## src/rtl/cu_pkg.sv

```systemverilog
// Shared types and constants for the ThetaCore control-unit pipeline sequencer.
package cu_pkg;

    typedef enum logic [1:0] {
        ST_IDLE   = 2'd0,
        ST_WARMUP = 2'd1,
        ST_RUN    = 2'd2,
        ST_HALT   = 2'd3
    } seq_state_t;

    typedef enum logic [2:0] {
        HC_NONE     = 3'd0,
        HC_ECALL    = 3'd1,
        HC_EBREAK   = 3'd2,
        HC_ALU      = 3'd3,
        HC_ILLEGAL  = 3'd4,
        HC_PC_RANGE = 3'd5,
        HC_MISALIGN = 3'd6
    } halt_cause_t;

    localparam int unsigned PC_STEP = 4;

    // Wide enough for any practical pipeline depth; port indices are zero-extended into it.
    typedef logic [7:0] stage_idx_t;

endpackage

```

## src/rtl/cu_stage_slot.sv

```systemverilog
// One pipeline stage register: valid bit plus PC, with hold/flush/bubble/load controls.
module cu_stage_slot
    import cu_pkg::*;
#(
    parameter int unsigned XLEN = 32
) (
    input  logic            clk,
    input  logic            rst_n,
    input  logic            hold,
    input  logic            flush,
    input  logic            bubble,
    input  logic            load,
    input  logic            in_valid,
    input  logic [XLEN-1:0] in_pc,
    output logic            valid,
    output logic [XLEN-1:0] pc
);

    always_ff @(posedge clk or negedge rst_n) begin
        if (!rst_n) begin
            valid <= 1'b0;
            pc    <= '0;
        end else if (!hold) begin
            // flush drops a wrong-path instruction; bubble inserts an empty slot behind a stall
            if (flush) begin
                valid <= 1'b0;
            end else if (bubble) begin
                valid <= 1'b0;
                pc    <= '0;
            end else if (load) begin
                valid <= in_valid;
                pc    <= in_pc;
            end
        end
    end

endmodule

```

## src/rtl/cu_pipe_sequencer.sv

```systemverilog
// N-stage, P-phase pipeline sequencer: fetch PC, per-stage valid/PC, stall bubbles,
// redirect flushes and sticky error halt for the ThetaCore control unit.
module cu_pipe_sequencer
    import cu_pkg::*;
#(
    parameter int unsigned     NUM_STAGES = 5,
    parameter int unsigned     PHASES     = 4,
    parameter int unsigned     XLEN       = 32,
    parameter logic [XLEN-1:0] RESET_PC   = '0,
    parameter logic [XLEN-1:0] PC_LIMIT   = XLEN'(512)
) (
    input  logic                          soc_clk,
    input  logic                          reset,
    input  logic                          start,
    input  logic [NUM_STAGES-1:0]         stall_req,
    input  logic                          redirect_valid,
    input  logic [$clog2(NUM_STAGES)-1:0] redirect_stage,
    input  logic [XLEN-1:0]               redirect_pc,
    input  logic                          err_ecall,
    input  logic                          err_ebreak,
    input  logic                          err_alu,
    input  logic                          err_illegal,
    output logic [$clog2(PHASES)-1:0]     phase,
    output logic [NUM_STAGES-1:0]         stage_valid,
    output logic [NUM_STAGES-1:0]         stage_advance,
    output logic [XLEN-1:0]               fetch_pc,
    output logic                          retire_valid,
    output logic [XLEN-1:0]               retire_pc,
    output logic [1:0]                    state,
    output logic                          halted,
    output logic [2:0]                    halt_cause
);

    localparam int unsigned     TOP        = NUM_STAGES - 1;
    localparam int unsigned     PW         = $clog2(PHASES);
    localparam logic [PW-1:0]   LAST_PHASE = PW'(PHASES - 1);
    localparam logic [XLEN-1:0] STEP       = XLEN'(PC_STEP);

    seq_state_t      state_q;
    halt_cause_t     cause_q;
    halt_cause_t     cause_d;
    logic [PW-1:0]   phase_q;
    logic [XLEN-1:0] fetch_q;

    logic            rd_pend;
    stage_idx_t      rd_stage;
    logic [XLEN-1:0] rd_pc;

    logic            eff_valid;
    stage_idx_t      eff_stage;
    logic [XLEN-1:0] eff_pc;

    logic                  active, adv, do_adv, halt_now;
    logic                  misalign, pc_range, top_fill;
    logic                  stall_any;
    stage_idx_t            stall_top;
    logic [NUM_STAGES-1:0] stall_m, hold, bubble, flush;
    logic [NUM_STAGES-1:0] slot_valid, in_valid;
    logic [XLEN-1:0]       slot_pc [NUM_STAGES];
    logic [XLEN-1:0]       in_pc   [NUM_STAGES];

    always_comb begin
        active = (state_q == ST_WARMUP) || (state_q == ST_RUN);
        adv    = active && (phase_q == LAST_PHASE);

        // A request arriving this cycle competes with the latched one; the older stage wins.
        eff_valid = rd_pend;
        eff_stage = rd_stage;
        eff_pc    = rd_pc;
        if (redirect_valid && (!rd_pend || (stage_idx_t'(redirect_stage) > rd_stage))) begin
            eff_valid = 1'b1;
            eff_stage = stage_idx_t'(redirect_stage);
            eff_pc    = redirect_pc;
        end

        stall_m   = stall_req;
        stall_any = 1'b0;
        stall_top = '0;
        for (int unsigned i = 0; i < NUM_STAGES; i++) begin
            if (eff_valid && (stage_idx_t'(i) <= eff_stage)) stall_m[i] = 1'b0;
            if (stall_m[i]) begin
                stall_any = 1'b1;
                stall_top = stage_idx_t'(i);
            end
        end

        // Flushed stages below the redirect point never hold, even under a surviving stall above them.
        for (int unsigned i = 0; i < NUM_STAGES; i++) begin
            hold[i]   = stall_any && (stage_idx_t'(i) <= stall_top);
            bubble[i] = stall_any && (stage_idx_t'(i) == stall_top + stage_idx_t'(1));
            flush[i]  = 1'b0;
            if (eff_valid && (stage_idx_t'(i) <= eff_stage)) begin
                hold[i]  = 1'b0;
                flush[i] = (i != 0);
            end
        end

        in_valid[0] = 1'b1;
        in_pc[0]    = eff_valid ? eff_pc : fetch_q;
        for (int unsigned i = 1; i < NUM_STAGES; i++) begin
            in_valid[i] = slot_valid[i-1];
            in_pc[i]    = slot_pc[i-1];
        end

        misalign = adv && eff_valid && (eff_pc[1:0] != 2'b00);
        pc_range = adv && !eff_valid && !hold[0] && (fetch_q >= PC_LIMIT);

        if (err_illegal)     cause_d = HC_ILLEGAL;
        else if (misalign)   cause_d = HC_MISALIGN;
        else if (pc_range)   cause_d = HC_PC_RANGE;
        else if (err_alu)    cause_d = HC_ALU;
        else if (err_ecall)  cause_d = HC_ECALL;
        else if (err_ebreak) cause_d = HC_EBREAK;
        else                 cause_d = HC_NONE;

        halt_now = active && (cause_d != HC_NONE);
        do_adv   = adv && !halt_now;

        stage_advance = do_adv ? ~hold : '0;
        top_fill      = do_adv && !hold[TOP] && !bubble[TOP] && !flush[TOP] && in_valid[TOP];
        retire_valid  = (state_q == ST_RUN) && do_adv && slot_valid[TOP] && !hold[TOP];
    end

    always_ff @(posedge soc_clk or negedge reset) begin
        if (!reset) begin
            state_q  <= ST_IDLE;
            cause_q  <= HC_NONE;
            phase_q  <= '0;
            fetch_q  <= RESET_PC;
            rd_pend  <= 1'b0;
            rd_stage <= '0;
            rd_pc    <= '0;
        end else begin
            case (state_q)
                ST_IDLE: begin
                    if (start) state_q <= ST_WARMUP;
                end
                ST_WARMUP, ST_RUN: begin
                    if (halt_now) begin
                        state_q <= ST_HALT;
                        cause_q <= cause_d;
                    end else begin
                        phase_q <= adv ? '0 : phase_q + PW'(1);
                        if ((state_q == ST_WARMUP) && top_fill) state_q <= ST_RUN;
                        if (adv) begin
                            rd_pend <= 1'b0;
                            if (eff_valid)     fetch_q <= eff_pc + STEP;
                            else if (!hold[0]) fetch_q <= fetch_q + STEP;
                        end else begin
                            rd_pend  <= eff_valid;
                            rd_stage <= eff_stage;
                            rd_pc    <= eff_pc;
                        end
                    end
                end
                default: begin
                    state_q <= state_q;
                end
            endcase
        end
    end

    for (genvar g = 0; g < NUM_STAGES; g++) begin : g_slot
        cu_stage_slot #(
            .XLEN(XLEN)
        ) u_slot (
            .clk      (soc_clk),
            .rst_n    (reset),
            .hold     (!do_adv || hold[g]),
            .flush    (do_adv && flush[g]),
            .bubble   (do_adv && bubble[g]),
            .load     (do_adv),
            .in_valid (in_valid[g]),
            .in_pc    (in_pc[g]),
            .valid    (slot_valid[g]),
            .pc       (slot_pc[g])
        );
    end

    assign phase       = phase_q;
    assign stage_valid = slot_valid;
    assign fetch_pc    = fetch_q;
    assign retire_pc   = slot_pc[TOP];
    assign state       = state_q;
    assign halted      = (state_q == ST_HALT);
    assign halt_cause  = cause_q;

endmodule

```

## config.mk

```make
export PLATFORM = sky130hd
export DESIGN_NAME = cu_pipe_sequencer
export DESIGN_NICKNAME = d
export VERILOG_FILES = /design/src/rtl/cu_pkg.sv /design/src/rtl/cu_stage_slot.sv /design/src/rtl/cu_pipe_sequencer.sv
export SDC_FILE = /design/constraint.sdc
export NUM_CORES = 1
export LEC_CHECK = 0
export CORE_MARGIN = 5
export CORE_UTILIZATION = 45
export CTS_BUF_LIST = sky130_fd_sc_hd__clkbuf_4 sky130_fd_sc_hd__clkbuf_8
export CTS_CLUSTER_SIZE = 8
export DETAILED_ROUTE_END_ITERATION = 7
export GPL_TIMING_DRIVEN = 0
export HOLD_SLACK_MARGIN = 0.08
export PLACE_DENSITY_LB_ADDON = 0.2
export SYNTH_ARGS = -nofsm -noshare
export SYNTH_HDL_FRONTEND = slang
export SYNTH_HIERARCHICAL = 1
export SYNTH_SLANG_ARGS = --single-unit
```

## constraint.sdc

```tcl
create_clock -name soc_clk -period 5 [get_ports soc_clk]
set_input_delay 0.75 -clock soc_clk [delete_from_list [all_inputs] [get_ports soc_clk]]
set_output_delay 0.75 -clock soc_clk [all_outputs]
set_load 0.03 [all_outputs]
```

== Yosys cells after proc, flatten, opt, wreduce, memory -nomap -nowiden ==
Index checks and enable logic that the tools add are counted.
Widths: inputs -> output; s select.
Cells by class
  $add $sub $neg: 4
  $lt $le $gt $ge: 12
  eq/ne operators: 11
  mux-type cells: 66
  bitwise gates (word level): 12
  reduce and logical (&&, ||, !) cells: 85
Operators by type and width (count)
  $mux 32: 14
  $add 32x3->32 const B: 2
  $logic_and 1x1->1: 41
  $mux 1: 36
  $ge 32x10->1 const B: 1
  $le 1x8->1 const A: 4
  $le 2x8->1 const A: 4
  $mux 8: 4
  $reduce_and 3->1: 6
  $eq 2x8->1 const A: 2
  $le 3x8->1 const A: 2
  $reduce_bool 3->1: 5
  $mux 2: 7
  $reduce_and 2->1: 7
  $reduce_bool 2->1: 7
  $not 1->1: 11
  $mux 3: 3
  $add 8x1->8 const B: 1
  $eq 1x8->1 const A: 1
  $eq 3x8->1 const A: 1
  $gt 3x8->1: 1
  $logic_not 1->1: 8
  $logic_not 8->1: 1
  $logic_or 1x1->1: 7
  other kinds (11): 14
Storage, ports and cells
  bits in registers: 245
  input bits: 48
  output and inout bits: 83
  word-level logic and storage cells: 207

== Depth between registers and ports, before layout ==
Gate-level depths: netlist of the first run.
  depth after elaboration: 32
  depth in mapped cells: 18
  gate-level depth less buffers: 14

== By module ==
Netlist of the first run, hierarchy kept.
By module, submodules not included
  cu_stage_slot: times used 5, cells an instance 149, area each 1395.1 µm², sequential area each 825.8 µm²
  cu_pipe_sequencer: times used 1, cells an instance 600, area each 5570.3 µm², sequential area each 2001.9 µm²

== Least setup slack after synthesis of the first run ==
Ideal clock, no wire load.
  path kind: input to register
  start: input redirect_stage[2]
  end: register g_slot[1].u_slot.pc[0]
  library setup time: 0.132 ns
  arrival: 4.582 ns
  required time: 4.868 ns
  slack: 0.286 ns
  stages: 14
  path buffers: 1
  path through: ha_1 > o21ai_0 > a21oi_1 > a21oi_2 > o22ai_1 > o21bai_1 > nand3_1 > ha_1 > a31o_2 > a2111oi_0 > nor2_1 > clkbuf_1 > o21ai_0 > o21ai_1
On the way
  cells in the longest elaborated chain, start to end: 28
  elaborated cells on any way between the ends: 64
  those cells by class: 1 x add/sub; 8 x order compare; 1 x eq/ne; 24 x mux; 2 x bitwise; 28 x reduce/logical
RTL lines
  from (decl): line cu_pipe_sequencer.sv:17  | input logic [$clog2(NUM_STAGES)-1:0] redirect_stage,
  $gt 3x8->1: line cu_pipe_sequencer.sv:70  | if (redirect_valid && (!rd_pend || (stage_idx_t'(redirect_stage) > rd_stage))) begin
  $logic_or 1x1->1: line cu_pipe_sequencer.sv:70
  $logic_and 1x1->1: line cu_pipe_sequencer.sv:70
  $mux 8: line cu_pipe_sequencer.sv:70
  $le 1x8->1: line cu_pipe_sequencer.sv:80, cu_pipe_sequencer.sv:92
  $logic_and 1x1->1: line cu_pipe_sequencer.sv:80, cu_pipe_sequencer.sv:92
  $mux 1: line cu_pipe_sequencer.sv:80  | if (eff_valid && (stage_idx_t'(i) <= eff_stage)) stall_m[i] = 1'b0;
  $mux 1: line cu_pipe_sequencer.sv:81  | if (stall_m[i]) begin
  (+12 left out)
  $reduce_bool 3->1: line cu_pipe_sequencer.sv:116  | halt_now = active && (cause_d != HC_NONE);
  $logic_and 1x1->1: line cu_pipe_sequencer.sv:116
  $logic_not 1->1: line cu_pipe_sequencer.sv:117  | do_adv = adv && !halt_now;
  $logic_and 1x1->1: line cu_pipe_sequencer.sv:117
  $logic_not 1->1: line cu_pipe_sequencer.sv:169  | .hold (!do_adv || hold[g]),
  $logic_or 1x1->1: line cu_pipe_sequencer.sv:169
  $not 1->1 (no line)
  $reduce_and 3->1 (no line)
  to (signal assigned): line cu_stage_slot.sv:32  | pc <= in_pc;
  to (decl): line cu_stage_slot.sv:16  | output logic [XLEN-1:0] pc
Several ways; a longest one is shown, not always the timed one.
A chain may end at the register's enable or synchronous reset.

== Final worst setup path of the first run ==
  start: input redirect_stage[1]
  end: output stage_advance[3]
On the way
  cells in the longest elaborated chain, start to end: 25
  elaborated cells on any way between the ends: 53
  those cells by class: 8 x order compare; 23 x mux; 1 x bitwise; 21 x reduce/logical
RTL lines
  $gt 3x8->1: line cu_pipe_sequencer.sv:70
  $logic_or 1x1->1: line cu_pipe_sequencer.sv:70
  $logic_and 1x1->1: line cu_pipe_sequencer.sv:70
  $mux 8: line cu_pipe_sequencer.sv:70
  $le 1x8->1 (on tied branches): line cu_pipe_sequencer.sv:80, cu_pipe_sequencer.sv:92
  $logic_and 1x1->1 (on tied branches): line cu_pipe_sequencer.sv:80, cu_pipe_sequencer.sv:92
  $mux 1: line cu_pipe_sequencer.sv:80
  $mux 1: line cu_pipe_sequencer.sv:81
  (+10 left out)
  $mux 3 *: line cu_pipe_sequencer.sv:109  | else if (misalign) cause_d = HC_MISALIGN;
  $mux 3 *: line cu_pipe_sequencer.sv:108  | if (err_illegal) cause_d = HC_ILLEGAL;
  $reduce_bool 3->1 *: line cu_pipe_sequencer.sv:116
  $logic_and 1x1->1 *: line cu_pipe_sequencer.sv:116
  $logic_not 1->1 *: line cu_pipe_sequencer.sv:117
  $logic_and 1x1->1 *: line cu_pipe_sequencer.sv:117
  via do_adv: line cu_pipe_sequencer.sv:53  | logic active, adv, do_adv, halt_now;
  $mux 5 *: line cu_pipe_sequencer.sv:119  | stage_advance = do_adv ? ~hold : '0;
  to (decl): line cu_pipe_sequencer.sv:25  | output logic [NUM_STAGES-1:0] stage_advance,
Mark *: on every way through the listed nets, which the timed path passes. The rest lies on a longest branch.

==> flow_metrics.env, run 1 <==
export IMPL_syn_cell_area_um2=12550
export IMPL_pwr_share_seq_pct=49.2
export IMPL_syn_area_per_cell_um2=9.328
export IMPL_drive_above_1_share_pct=15.05
export IMPL_io_pins=131
export IMPL_period_needed_ns=4.919
export IMPL_yosys_area_top_type_share_pct=48.87
export IMPL_use_met3_pct=3.824
export IMPL_die_area_um2=31320
export IMPL_reg2regPathDepth=17
export IMPL_portBuffers=130
export IMPL_clkTransAtPathRegs_ns=0.06
export IMPL_core_area_um2=27630
export IMPL_r2r_end="g_slot[1].u_slot/pc[5]"
export IMPL_post_place_ws_ns=-1.511
export IMPL_powerDensity_nw_per_um2=263.7
export IMPL_vias=10724
export IMPL_min_delay_start="g_slot[0].u_slot/pc[7]"
export IMPL_slew_viol_final=0
export IMPL_multiInputGateArea_um2=5844
export IMPL_grt_max_degree=113
export IMPL_status="finished, final reports clean"
export IMPL_ys_flop_type="dfrtp_1"
export IMPL_rows=61
export IMPL_critPathBufInv=6
export IMPL_power_leakage_nw=6.720
export IMPL_cp_end_kind="output port"
export IMPL_wl_um=34840
export IMPL_nets=1591
export IMPL_slowest_stage="clkdlybuf4s50_1"
export IMPL_hold_slack_ns=0.4934
export IMPL_cp_cell_sequence="clkdlybuf4s50_1 -> ha_1 -> nand2b_1 -> a21o_4 -> o21ai_4 -> buf_6 -> o22ai_1 -> o2bb2ai_1 -> a21o_1 -> buf_4 -> nand3_4 -> inv_2 -> buf_12 -> o31a_1 -> buf_2"
export IMPL_yosysMostFrequentCell="dfrtp_1"
export IMPL_synth_seq_area_share_pct=48.87
export IMPL_drc=0
export IMPL_ff2ff_setup_slack_ns=0.51
export IMPL_cts_buffers=43
export IMPL_power_frac_comb_pct=4.9
export IMPL_start_util_pct=45.41
export IMPL_p_clk_share_pct=45.9
export IMPL_gp_congestion=0.9536
export IMPL_root_buffer="clkbuf_8"
export IMPL_arrival_ns=4.17
export IMPL_wl_per_cell_um=17.96
export IMPL_min_to="g_slot[1].u_slot/pc[7]"
export IMPL_ant_nets=0
export IMPL_switchingPower_uw=950.2
export IMPL_die_h_um=177.0
export IMPL_antenna_found_initial=1
export IMPL_crit_required_ns=4.25
export IMPL_crit_fanout=29
export IMPL_worst_pin_slew_ns=0.8201
export IMPL_seqCellArea_um2=6131
export IMPL_yosysWarnings=6
export IMPL_whs_path_depth=2
export IMPL_die_width_um=177.0
export IMPL_synthTopCellsByArea="dfrtp_1 49%, o21ai_0 8.1%, nand2_1 7.2%, o21ai_1 6.0%, mux2_2 3.4%"
export IMPL_hp_class="register to register"
export IMPL_max_stage_delay_ns=0.47
export IMPL_timing_final_ws_setup_ns=0.08095
export IMPL_busiest_layer="met2"
export IMPL_post_route_period_util_pct=98.38
export IMPL_grt_ovfl_total=0
export IMPL_maxCapViolCount=0
export IMPL_setup_viol_count_final=0
export IMPL_fin_tns_setup_ns=0
export IMPL_crit_type="input port to output port"
export IMPL_grtUsageMet2_pct=35.50
export IMPL_yosysTopAreaCell="dfrtp_1"
export IMPL_relSlewSlack_pct=44.91
export IMPL_clk_path_buf_depth=3
export IMPL_rsz0062_at_grt="true"
export IMPL_grt_total_usage_pct=22.14
export IMPL_firstDrtPassIters=6
export IMPL_nFillCells=2574
export IMPL_p_int_mw=3.114
export IMPL_hpwlAfterDp_um=25320
export IMPL_ir_drop_mv=0.1551
export IMPL_design_area_um2=15410
export IMPL_clock_latency_ns=0.57
export IMPL_rr_startpoint="rd_stage[2]"
export IMPL_drt_iter0_drc=844
export IMPL_hold_viol=0
export IMPL_synth_edff_count=0
export IMPL_clkSinkCount=245
export IMPL_ys_ff_latch=245
export IMPL_swShare_pct=23.38
export IMPL_cts_tree="done"
export IMPL_placed_area_um2=14410
export IMPL_critPathTopFamily="buffers and inverters"
export IMPL_grt_pass1_wl_um=56260
export IMPL_grtUsageMet1_pct=30.41
export IMPL_grt_pass1_vias=10577
export IMPL_htree_levels=2
export IMPL_synthTopCellsByCount="245 x dfrtp_1, 241 x nand2_1, 203 x o21ai_0"
export IMPL_clock_skew_ns=0.03330
export IMPL_cp_start_kind="input port"
export IMPL_fmax_mhz=203.3
export IMPL_area_delta_synth_final_pct=22.84
export IMPL_yosysUniqueCellTypes=85
export IMPL_vias_per_cell=5.528
export IMPL_synthArstFlopShare_pct=100.0
export IMPL_netlist_instances=1345
-- layout by cell type, fill, tap and decap left out, types with 6 or more instances in the layout --
cell / instances
a21oi_1: 17
a22o_1: 6
a31oi_1: 10
and2_1: 13
and3_1: 11
buf_2: 19
buf_4: 9
buf_6: 19
clkbuf_1: 38
clkbuf_2: 17
clkbuf_4: 21
clkbuf_8: 48
clkdlybuf4s50_1: 121
dfrtp_1: 245
ha_1: 9
inv_1: 31
mux2_2: 38
mux2i_1: 26
nand2_1: 241
nand3_1: 15
nand4_1: 13
nor2_1: 43
nor3_1: 9
nor4_1: 8
o21ai_0: 201
o21ai_1: 151
o221a_2: 10
o221ai_1: 6
o22ai_1: 8
xnor2_1: 10
-- flip-flops by register name (all words and copies together) (netlist names) --
signal	cells
fetch_pc	32
g_slot.u_slot/pc	160
g_slot.u_slot/valid	5
halt_cause	3
phase	2
rd_pc	32
rd_pend	1
rd_stage	8
state	2
-- layer usage --
metal	part of all wire [%]	wire length, um
met2	46	15930
met5	0	0
met3	6.3	2192
met1	45	15570
met4	3.3	1149
-- worst max path at each step --
stage | from | slack [ns] | endpoint | depth (start not counted)
3_3_place_gp | reset | -7.38 | rd_pc[9] | 1
5_1_grt | redirect_stage[1] | -0.05 | stage_advance[3] | 15
3_5_place_dp | redirect_stage[2] | -1.51 | stage_advance[3] | 14
2_1_floorplan | redirect_stage[2] | 0.29 | g_slot[1].u_slot/pc[0] | 14
4_1_cts | redirect_stage[1] | 0.01 | stage_advance[3] | 15
6_report | redirect_stage[1] | 0.08 | stage_advance[3] | 15
-- power by group through the flow --
| stage | logic (mW) | registers [mW] | clock network [mW] |
|---|---|---|---|
| after floorplan | 0.0517 | 2.05 | 0 |
| after global placement | 0.186 | 2.04 | 0 |
| after detailed placement | 0.194 | 2.04 | 0 |
| after CTS | 0.198 | 2.00 | 1.91 |
| after global routing | 0.216 | 2.00 | 2.00 |
| final | 0.197 | 2.00 | 1.87 |
-- layout make-up --
type / instances / share of cell area [%]
well taps: 378 / 3.069
diodes: 1 / 0.01624
repair buffers: 141 / 9.142
clock buffers: 69 / 5.310
flip-flops and latches: 245 / 39.78
inverters: 33 / 0.8038
clock inverters: 4 / 0.2842
multi-input cells: 975 / 37.92
plain buffers: 94 / 3.670
-- kinds of logic (layout without fill, tap and decap cells) --
kind of cell    after synthesis  count (layout)  share of synthesized area, %
compound gates              482             482                         22.94
xor+xnor                     15              15                         1.047
mux                          65              65                         5.605
simple gates                399             399                         15.25
flops                       245             245                         48.87
other cells                   2               5                       0.05986
buf+inv                     127             341                         5.236
fa+ha+maj                    10              10                        0.9973
-- stage by stage --
step,total power [mW],utilization [%],std cells
finish,4.064,55.78,1940
global placement,2.223,51.86,1855
global route,4.213,55.78,1940
CTS,4.109,55.74,1939
detailed placement,2.229,52.16,1860
floorplan,2.101,-,1347
-- worst reg2reg max path, stage by stage (launching register included) --
cell       delay [ns]
dfrtp_1          0.39
inv_1            0.10
ha_4             0.30
o21ai_1          0.15
a21o_4           0.28
o21ai_4          0.22
buf_6            0.20
o22ai_1          0.17
o21bai_1         0.27
nand3_1          0.20
ha_1             0.37
a31o_2           0.25
a2111oi_1        0.55
buf_2            0.27
nor2_1           0.12
clkbuf_1         0.21
o21ai_0          0.21
o21ai_1          0.09
-- what timing repair did --
action	4_1_cts	5_1_grt
setup buffers	5	0
hold endpoints to repair	32	0
pin swaps	2	1
setup endpoints to repair	167	67
resized for setup	33	12
hold buffers	1	0
No activity file was read; power rests on OpenSTA's default activity.
==> run 2, diff against run 1 <==
Settings changed: SKIP_LAST_GASP from default to 1.
==> run 2 against run 1 <==
Effect of this change: the run now ends with setup timing left; worst setup slack worse by 0.10 ns; sequential cell count is the same; maximum frequency down 2.0%; global-route usage is the same; combinational power hardly changed; sequential share of layout area is the same; clock skew about the same; final area did not move; critical path depth did not move; critical endpoint unchanged.
==> flow_metrics.env, run 2 (synthesized netlist as in run 1, its figures left out) <==
export IMPL_status="finished with violations"
export IMPL_violations="setup timing"
export IMPL_power_leakage_nw=6.719
export IMPL_cp_cell_sequence="clkdlybuf4s50_1 -> ha_1 -> nand2b_1 -> a21o_4 -> o21ai_4 -> buf_6 -> o22ai_1 -> o2bb2ai_1 -> a21o_1 -> buf_4 -> nand3_4 -> inv_2 -> buf_12 -> o31a_1 -> clkdlybuf4s18_2"
export IMPL_crit_type="input port to output port"
export IMPL_powerDensity_nw_per_um2=263.6
export IMPL_dp_cells=1860
export IMPL_reg2regPathDepth=16
export IMPL_grt_total_usage_pct=22.14
export IMPL_io_pins=131
export IMPL_antenna_found_initial=1
export IMPL_portBuffers=130
export IMPL_whs_path_depth=2
export IMPL_relSlewSlack_pct=43.88
export IMPL_fmax_mhz=199.2
export IMPL_final_cell_mix="245 x dfrtp_1, 241 x nand2_1, 201 x o21ai_0, 151 x o21ai_1, 121 x clkdlybuf4s50_1"
export IMPL_wl_um=34880
export IMPL_crit_cells=15
export IMPL_clkSinkCount=245
export IMPL_hold_viol=0
export IMPL_rsz0062_at_grt="true"
export IMPL_critPathBufInv=6
export IMPL_area_delta_synth_final_pct=22.84
export IMPL_hp_class="register to register"
export IMPL_clock_latency_ns=0.57
export IMPL_grt_ovfl_total=0
export IMPL_grt_pass1_wl_um=56260
export IMPL_largest_reg_flops=160
export IMPL_clk_path_buf_depth=3
export IMPL_drt_iter0_drc=842
export IMPL_rows=61
export IMPL_drc=0
export IMPL_firstDrtPassIters=5
export IMPL_finalPower_mw=4.062
export IMPL_wl_per_cell_um=17.98
export IMPL_hpwlAfterDp_um=25320
export IMPL_root_buffer="clkbuf_8"
export IMPL_layout_commonest_cell="dfrtp_1"
export IMPL_vias=10754
export IMPL_regMostFlops="g_slot.u_slot/pc"
export IMPL_critPathTopFamily="buffers and inverters"
export IMPL_crit_required_ns=4.25
export IMPL_timing_final_ws_setup_ns=-0.01958
export IMPL_setup_viol_count_final=1
export IMPL_cts_tree="done"
export IMPL_worst_pin_slew_ns=0.8354
export IMPL_cp_start_kind="input port"
export IMPL_arrival_ns=4.27
export IMPL_cts_buffers=43
export IMPL_die_width_um=177.0
export IMPL_maxCapViolCount=0
export IMPL_post_route_period_util_pct=100.4
export IMPL_htree_levels=2
export IMPL_gp_congestion=0.9536
export IMPL_drive_above_1_share_pct=14.99
export IMPL_slowest_stage="clkdlybuf4s50_1"
export IMPL_finalNonFillerCells=1940
export IMPL_cp_end_kind="output port"
export IMPL_core_area_um2=27630
export IMPL_crit_fanout=29
export IMPL_grt_pass1_vias=10577
export IMPL_vias_per_cell=5.543
export IMPL_post_place_ws_ns=-1.511
export IMPL_nets=1591
export IMPL_ir_drop_mv=0.1552
export IMPL_period_needed_ns=5.020
export IMPL_die_h_um=177.0
export IMPL_ant_nets=0
export IMPL_clock_skew_ns=0.03324
export IMPL_slew_viol_final=0
export IMPL_grt_max_degree=113
export IMPL_max_stage_delay_ns=0.47
export IMPL_clkTransAtPathRegs_ns=0.06
export IMPL_start_util_pct=45.41
export IMPL_die_area_um2=31320
## run 2: changes by cell type in the layout (fill, tap and decap cells not counted), sizes merged
cell | previous run | this run
clkdlybuf4s18 | 0 | 1
buf | 52 | 51
## run 2: area by class of cell
class	count	area, um2
multi-input combinational	975	5839
fill	2574	12220
clock buffer	69	818.3
buffer	94	565.5
tap	378	473.0
clock inverter	4	43.79
antenna	1	2.502
timing repair buffer	141	1414
inverter	33	123.9
sequential	245	6131
## run 2: final timing paths
check	start	to	slack, ns
max	redirect_stage[1]	stage_advance[3]	-0.02
min	g_slot[0].u_slot/pc[7]	g_slot[1].u_slot/pc[7]	0.49
max reg2reg	rd_stage[2]	g_slot[2].u_slot/pc[31]	0.42
min reg2reg	g_slot[0].u_slot/pc[7]	g_slot[1].u_slot/pc[7]	0.49
max in group asynchronous	reset	fetch_pc[4]	3.50
min in group asynchronous	reset	g_slot[4].u_slot/pc[4]	0.65
## run 2: worst register-to-register path, stage by stage, from the launching register on
cell       delay, ns
dfrtp_1         0.40
inv_1           0.10
ha_4            0.30
o21ai_1         0.15
a21o_4          0.29
o21ai_4         0.23
buf_6           0.20
o22ai_1         0.17
o21bai_1        0.29
nand3_1         0.21
ha_1            0.37
a31o_2          0.25
a2111oi_1       0.68
nor2_1          0.26
clkbuf_1        0.25
o21ai_0         0.21
o21ai_1         0.09
## run 2: report_power, final
group,internal [mW],total [mW],switching (mW)
logic,0.0789,0.198,0.119
registers,1.99,2.00,0.00632
clock network,1.04,1.87,0.824
total,3.11,4.06,0.949
## run 2: through the flow
step | area (um2) | utilization, % | setup TNS [ns] | hold slack, ns
3_5_place_dp | 14410 | 52.16 | -161.04 | 0.4933
4_1_cts | 15400 | 55.74 | 0 | 0.4660
5_1_grt | 15410 | 55.78 | -0.7721 | 0.4940
3_3_place_gp | 14330 | 51.86 | -2035.93 | 0.4828
6_report | 15410 | 55.78 | -0.01958 | 0.4917
2_1_floorplan | 12550 | - | 0 | 0.4544
## run 2: routing by layer
metal | vias to the layer above | track usage, % | share of wire [%]
li1 | 5200 | - | -
met1 | 5095 | 30.41 | 45
met2 | 392 | 35.50 | 46
met3 | 67 | 3.824 | 6.2
met4 | 0 | 8.027 | 3.1
met5 | - | 0 | 0
## run 2: what timing repair did
item                                    4_1_cts  5_1_grt
pin swaps                                     2        1
endpoints found under the setup margin      167       67
hold endpoints to repair                     32        0
hold buffers                                  1        0
buffers inserted                              5        0
resized for setup                            33       10
==> run 3, diff against run 2 <==
Settings changed: CTS_CLUSTER_SIZE 8 to 20, DONT_BUFFER_PORTS from default to 1.
Clock period 5 ns to 6.09 ns, I/O delays scaled along.
==> run 3 against run 2 <==
Effect of this change: the flow now finishes without violations; first-iteration DRC count decreased by 8.7%; power decreased by 17%; critical path depth decreased by 2; sequential power decreased by 17%; hold slack got worse by 0.24 ns; sequential cell count unchanged; via count decreased by 5.7%; sequential share of layout area increased by 3.8 points; routed wire length decreased by 0.64%; clock-buffer cell count increased by 3; cell count decreased by 6.7%.
==> flow_metrics.env, run 3 (synthesized netlist as in run 1, its figures left out) <==
export IMPL_status="finished, final reports clean"
export IMPL_arrival_ns=4.95
export IMPL_setup_viol_count_final=0
export IMPL_hold_viol=0
export IMPL_placed_area_um2=13050
export IMPL_slew_viol_final=0
export IMPL_ir_drop_mv=0.1919
export IMPL_period_needed_ns=5.860
export IMPL_die_area_um2=31320
export IMPL_antenna_found_initial=0
export IMPL_timing_final_ws_setup_ns=0.2298
export IMPL_grt_ovfl_total=0
export IMPL_multiInputGateArea_um2=5777
export IMPL_hpwlAfterDp_um=25000
export IMPL_crit_required_ns=5.18
export IMPL_maxCapViolCount=0
export IMPL_die_h_um=177.0
export IMPL_vias_per_cell=5.604
export IMPL_clock_latency_ns=0.55
export IMPL_start_util_pct=45.41
export IMPL_io_pins=131
export IMPL_cp_end_kind="output port"
export IMPL_htree_levels=2
export IMPL_worst_pin_slew_ns=1.116
export IMPL_relSlewSlack_pct=25.03
export IMPL_seqCellArea_um2=6131
export IMPL_rsz0062_at_grt="false"
export IMPL_clkSinkCount=245
export IMPL_grt_pass1_wl_um=55420
export IMPL_post_route_period_util_pct=96.23
export IMPL_finalNonFillerCells=1810
export IMPL_clock_skew_ns=0.01990
export IMPL_design_area_um2=14080
export IMPL_post_cts_buffers=0
export IMPL_post_place_ws_ns=0.3087
export IMPL_cts_tree="done"
export IMPL_rows=61
export IMPL_wl_um=34660
export IMPL_ant_nets=0
export IMPL_cp_start_kind="register"
export IMPL_grt_total_usage_pct=21.96
export IMPL_firstDrtPassIters=5
export IMPL_vias=10144
export IMPL_hp_class="input port to async pin"
export IMPL_final_cell_mix="245 x dfrtp_1, 241 x nand2_1, 203 x o21ai_0, 150 x o21ai_1, 60 x clkbuf_8"
export IMPL_largest_reg_flops=160
export IMPL_drt_iter0_drc=769
export IMPL_nets=1457
export IMPL_ff2ff_setup_slack_ns=0.89
export IMPL_clkTransAtPathRegs_ns=0.05
export IMPL_grt_max_degree=246
export IMPL_grt_pass1_vias=10242
export IMPL_layout_commonest_cell="dfrtp_1"
export IMPL_area_delta_synth_final_pct=12.23
export IMPL_portBuffers=0
export IMPL_antennaDiodeCount=0
export IMPL_wl_per_cell_um=19.15
export IMPL_gp_congestion=0.9124
export IMPL_crit_type="register to output port"
export IMPL_regMostFlops="g_slot.u_slot/pc"
export IMPL_core_area_um2=27630
export IMPL_fmax_mhz=170.6
export IMPL_nFillCells=2658
export IMPL_drc=0
export IMPL_drive_above_1_share_pct=15.64
export IMPL_crit_fanout=29
export IMPL_final_util_pct=50.96
export IMPL_hold_slack_ns=0.2560
export IMPL_dp_cells=1728
export IMPL_cts_buffers=45
export IMPL_die_width_um=177.0
export IMPL_powerDensity_nw_per_um2=240.6
export IMPL_clk_path_buf_depth=3
export IMPL_power_leakage_nw=6.227
export IMPL_root_buffer="clkbuf_8"
run 3: cell types whose count changed in the layout (fill, tap and decap cells not counted), moves of 4 or more:
cell	delta
clkinv_2	+4
clkbuf_4	-9
buf_4	-6
dlygate4sd2_1	-5
clkdlybuf4s50_1	-121
clkbuf_8	+12
run 3: final cells by class:
class | count | area share (%)
Inverter | 33 | 0.8798
Buffer | 94 | 3.786
Multi-Input combinational cell | 975 | 41.03
Clock buffer | 72 | 6.505
Sequential cell | 245 | 43.54
Tap cell | 378 | 3.359
Timing Repair Buffer | 5 | 0.5421
Clock inverter | 8 | 0.3555
run 3: routing by layer:
metal / GRT usage, % / vias up / share of wire [%]
li1: - / 4939 / -
met1: 28.11 / 4773 / 43
met4: 7.801 / 0 / 3.1
met2: 35.70 / 348 / 46
met5: 0 / - / 0
met3: 6.388 / 84 / 8.4
run 3: worst max-delay path, stage by stage (launching register included):
cell,delay [ns]
dfrtp_1,0.39
inv_1,0.08
ha_1,0.36
o21ai_0,0.17
a21oi_1,0.87
a21oi_4,0.29
mux2i_1,0.28
a21o_1,0.16
a21o_1,0.14
buf_2,0.24
nand3_2,0.27
inv_1,0.20
buf_2,0.47
and2_1,0.48
run 3: report_power, final:
| group | switching, mW | total [mW] | internal (mW) |
|---|---|---|---|
| clock network | 0.689 | 1.64 | 0.953 |
| registers | 0.0188 | 1.66 | 1.64 |
| logic | 0.0631 | 0.0895 | 0.0264 |
run 3: repair_timing:
action                     4_1_cts  5_1_grt
setup endpoints to repair        0        2
hold endpoints to repair       245      166
gates resized for setup          0        1
run 3: metrics by stage:
step | TNS, ns | power, mW
finish | 0 | 3.388
global placement | -24.26 | 1.736
floorplan | 0 | 1.725
detailed placement | 0 | 1.738
CTS | 0 | 3.396
global route | 0 | 3.523
run 3: worst paths after layout:
path / start / cells after the start / endpoint
min in group soc_clk: err_illegal / 1 / halt_cause[1]
worst max-delay path: rd_stage[2] / 13 / stage_advance[1]
worst min register to register: g_slot[0].u_slot/pc[13] / 2 / g_slot[1].u_slot/pc[13]
worst max register to register: rd_stage[2] / 14 / g_slot[2].u_slot/pc[15]
worst min-delay path: reset / 1 / g_slot[3].u_slot/pc[21]
max in group asynchronous: reset / 1 / rd_pc[25]
==> RTL change 1 (config.mk and constraints of run 1) <==
`NUM_STAGES`: 5 -> 10.
--- a/src/rtl/cu_pipe_sequencer.sv
+++ b/src/rtl/cu_pipe_sequencer.sv
@@ -5,3 +5,3 @@
 #(
-    parameter int unsigned     NUM_STAGES = 5,
+    parameter int unsigned     NUM_STAGES = 10,
     parameter int unsigned     PHASES     = 4,
Interface: changed (resized redirect_stage, stage_advance, stage_valid and stall_req); port bits go from 131 to 147. The function was not compared with the original's and may differ.
==> RTL change 1 against run 1 <==
Power is 81% higher. Setup slack gained 0.012 ns. Global-route usage rose by 0.076 points. Sequential power is 70% higher. Register-to-register slack worse by 0.29 ns. Fmax grew 0.25%. Sequential share of layout area increased by 2.4 points. Design area up 58%. Sequential cell count grew 165. Critical path type is now reg -> out. Count of clock-buffer cells in the layout rose by 48. Die area increased by 54%. Area after synthesis increased by 58%. Combinational power rose to 3.7 times the old value. Routed wire length grew 53%.
==> RTL change 1: results (changes against run 1) <==
| Metric | Value |
|---|---|
| Status | `completed (unchanged)` |
| Crit path max-delay cell type | `or4_1 (was clkdlybuf4s50_1)` |
| GPL Wtd Cong | `0.9239 (was 0.9536)` |
| Vias in the first global route | `16368 (was 10577)` |
| Largest stage delay, worst path | `0.56 ns (was 0.47 ns)` |
| Worst ir drop on vdd | `0.1684 mV (was 0.1551 mV)` |
| Hold path cells | `1 (was 2)` |
| Largest fanout on the critical path | `3 (was 29)` |
| Sw power | `1.877 mW (was 950.2 uW)` |
| Resized cells post-CTS | `107 (was 33)` |
| Post-Synth XOR/XNOR Area | `1.241% (was 1.047%)` |
| Dpl cells | `2865 (was 1860)` |
| Worst Hold Endpoint | `rd_pc[30]$_DFFE_PN0P_ (was g_slot[1].u_slot/pc[7]$_DFFE_PN0P_)` |
| H-tree lvl count | `3 (was 2)` |
| Least-Margin Pin Slew | `1.339 ns (was 0.8201 ns)` |
| Via/cell ratio | `5.447 (was 5.528)` |
| Compound-Gate Fraction of Synth Area | `21.61% (was 22.94%)` |
| Most frequent cells after synthesis | `dfrtp_1, nand2_1, o21ai_0, o21ai_1, clkbuf_1 (was dfrtp_1, nand2_1, o21ai_0, o21ai_1, nor2_1)` |
| Final #Nets | `2444 (was 1591)` |
| Critical path's top delay family | `simple AND/OR/NAND/NOR gates (was buffers and inverters)` |
| DR iter-0 viols | `1318 (was 844)` |
| Largest net degree at the start of global routing | `110 (was 113)` |
| Min Hold Slack | `0.4901 ns (was 0.4934 ns)` |
| Post-synthesis mux area share | `5.576% (was 5.605%)` |
| Total power | `7.356 mW (was 4.064 mW)` |
| Power in the clock group | `3.23 mW (was 1.87 mW)` |
| CTS Buf Count | `73 (was 43)` |
| Dominant cells by area after synthesis | `dfrtp_1, o21ai_0, o21ai_1, nand2_1, mux2_2 (was dfrtp_1, o21ai_0, nand2_1, o21ai_1, mux2_2)` |
| FF-to-FF End | `fetch_pc[20]$_DFFE_PN0P_ (was g_slot[1].u_slot/pc[5]$_DFFE_PN0P_)` |
| First-pass GRT wire length | `87090 um (was 56260 um)` |
RTL change 1: changes by cell type in the layout (fill, tap and decap cells not counted), sizes merged, moves of 26 or more:
cell / change
buf: +32
clkbuf: +94
dfrtp: +165
mux2: +26
nand2: +141
nor2: +26
o21ai: +315
RTL change 1: layer usage:
| metal | global-route usage [%] | part of all wire [%] | up-vias |
|---|---|---|---|
| met5 | 0 | 0.024 | - |
| met4 | 8.675 | 3.4 | 2 |
| met3 | 4.767 | 5.5 | 132 |
| met2 | 37.49 | 48 | 446 |
| met1 | 28.10 | 43 | 7901 |
| li1 | - | - | 7948 |
RTL change 1: area by class of cell:
class                      count  area [um2]
fill                        3903       18960
sequential                   410       10260
multi-input combinational   1511        8871
timing repair buffer         178        1772
clock buffer                 117        1454
buffer                       147       922.1
tap                          585       732.0
inverter                      56       214.0
clock inverter                10       70.07
timing repair inverter         2       10.01
==> RTL change 2 (config.mk and constraints of run 1) <==
Without the edit above. Make the reset (`reset` and `rst_n`) synchronous in 2 clocked blocks.
--- a/src/rtl/cu_stage_slot.sv
+++ b/src/rtl/cu_stage_slot.sv
@@ -18,3 +18,3 @@
 
-    always_ff @(posedge clk or negedge rst_n) begin
+    always_ff @(posedge clk) begin
         if (!rst_n) begin
--- a/src/rtl/cu_pipe_sequencer.sv
+++ b/src/rtl/cu_pipe_sequencer.sv
@@ -123,3 +123,3 @@
 
-    always_ff @(posedge soc_clk or negedge reset) begin
+    always_ff @(posedge soc_clk) begin
         if (!reset) begin
Function: differs if reset is asserted again (counterexample within 4 cycles, from zero or initial values and one cycle with reset low); with reset held inactive, the same outputs for 4 cycles.
==> RTL change 2 against run 1 <==
Setup slack improved by 0.095 ns. Count of clock-buffer cells in the layout fell by 3. Design area grew 1.3%. Area after synthesis grew 2.4%. Routed wire length up 13%. First-iteration DRC count shrank 0.59%. Global-route usage grew 1.8 points. Sequential cell count is the same.
Power is not compared: it rests on default switching activity, and its combinational part moved more than twofold at a synthesized area within 25%.
==> RTL change 2: results (changes against run 1) <==
| Metric | Value |
|---|---|
| Status | `completed (unchanged)` |
| Post-CTS setup buffer count | `2 (was 5)` |
| Vias after detailed routing | `11728 (was 10724)` |
| First-pass GRT wire length | `61510 um (was 56260 um)` |
| DR iter-0 viols | `839 (was 844)` |
| Largest net degree at the start of global routing | `36 (was 113)` |
| R2R cell count | `15 (was 17)` |
| Inverter count | `38 (was 33)` |
| Area of the multi-input gates | `7019 um2 (was 5844 um2)` |
| First-pass DRT Iterations | `5 (was 6)` |
| Fraction of area in registers | `31.43% (was 39.78%)` |
| Share of cells above drive strength 1 | `14.70% (was 15.05%)` |
| Post-DP Area | `14620 um2 (was 14410 um2)` |
| Distinct cells, synth | `74 (was 85)` |
| Min Hold Slack | `0.4563 ns (was 0.4934 ns)` |
| R2r startpoint | `rd_stage[2]$_SDFFE_PN0P_ (was rd_stage[2]$_DFFE_PN0P_)` |
| Signal buf overhead | `14.23% (was 12.81%)` |
| Resized cells post-CTS | `26 (was 33)` |
| Layout clock buffer count | `66 (was 69)` |
| Fin area | `15610 um2 (was 15410 um2)` |
| ANT cells | `0 (was 1)` |
| Comb_multi_in | `1030 (was 975)` |
| GPL Wtd Cong | `0.9468 (was 0.9536)` |
| Setup WS pre-CTS | `-0.7404 ns (was -1.511 ns)` |
| Final #Nets | `1686 (was 1591)` |
| Total Routing Usage GR | `23.92% (was 22.14%)` |
| Critical path origin | `redirect_stage[0] (was redirect_stage[1])` |
| Number of fill cells | `2681 (was 2574)` |
| Normalized max-slew margin | `24.38% (was 44.91%)` |
| Max Clock Skew | `0.02550 ns (was 0.03330 ns)` |
[RTL change 2: cell types whose count changed in the layout (fill, tap and decap cells not counted), moves of 32 or more]
cell,delta
a21oi_1,+58
a21boi_1,+155
nand4b_1,+167
nand2_1,-92
mux2_2,-32
dfxtp_1,+245
dfrtp_1,-245
o21ai_0,-168
[RTL change 2: per-layer routing]
layer  track usage, %  up-vias  wire length, um
li1                 -     5716                -
met1            31.32     5572            17200
met2            39.41      366            18070
met3            5.841       72             2976
met4            6.588        2              964
met5                0        -               13
[RTL change 2: cells by family (layout without fill, tap and decap cells)]
family                   count (synthesis)  count (layout)  synth area share [%]
AO/OA/AOI/OAI                          504             504                 25.49
XOR/XNOR                                26              26                 1.772
adder cells (fa/ha/maj)                 10              10                0.9736
buffers and inverters                  174             378                 8.052
flip-flops                             245             245                 38.17
multiplexers                            29              29                 2.317
other                                    2               4               0.05844
AND/OR/NAND/NOR                        457             457                 23.17
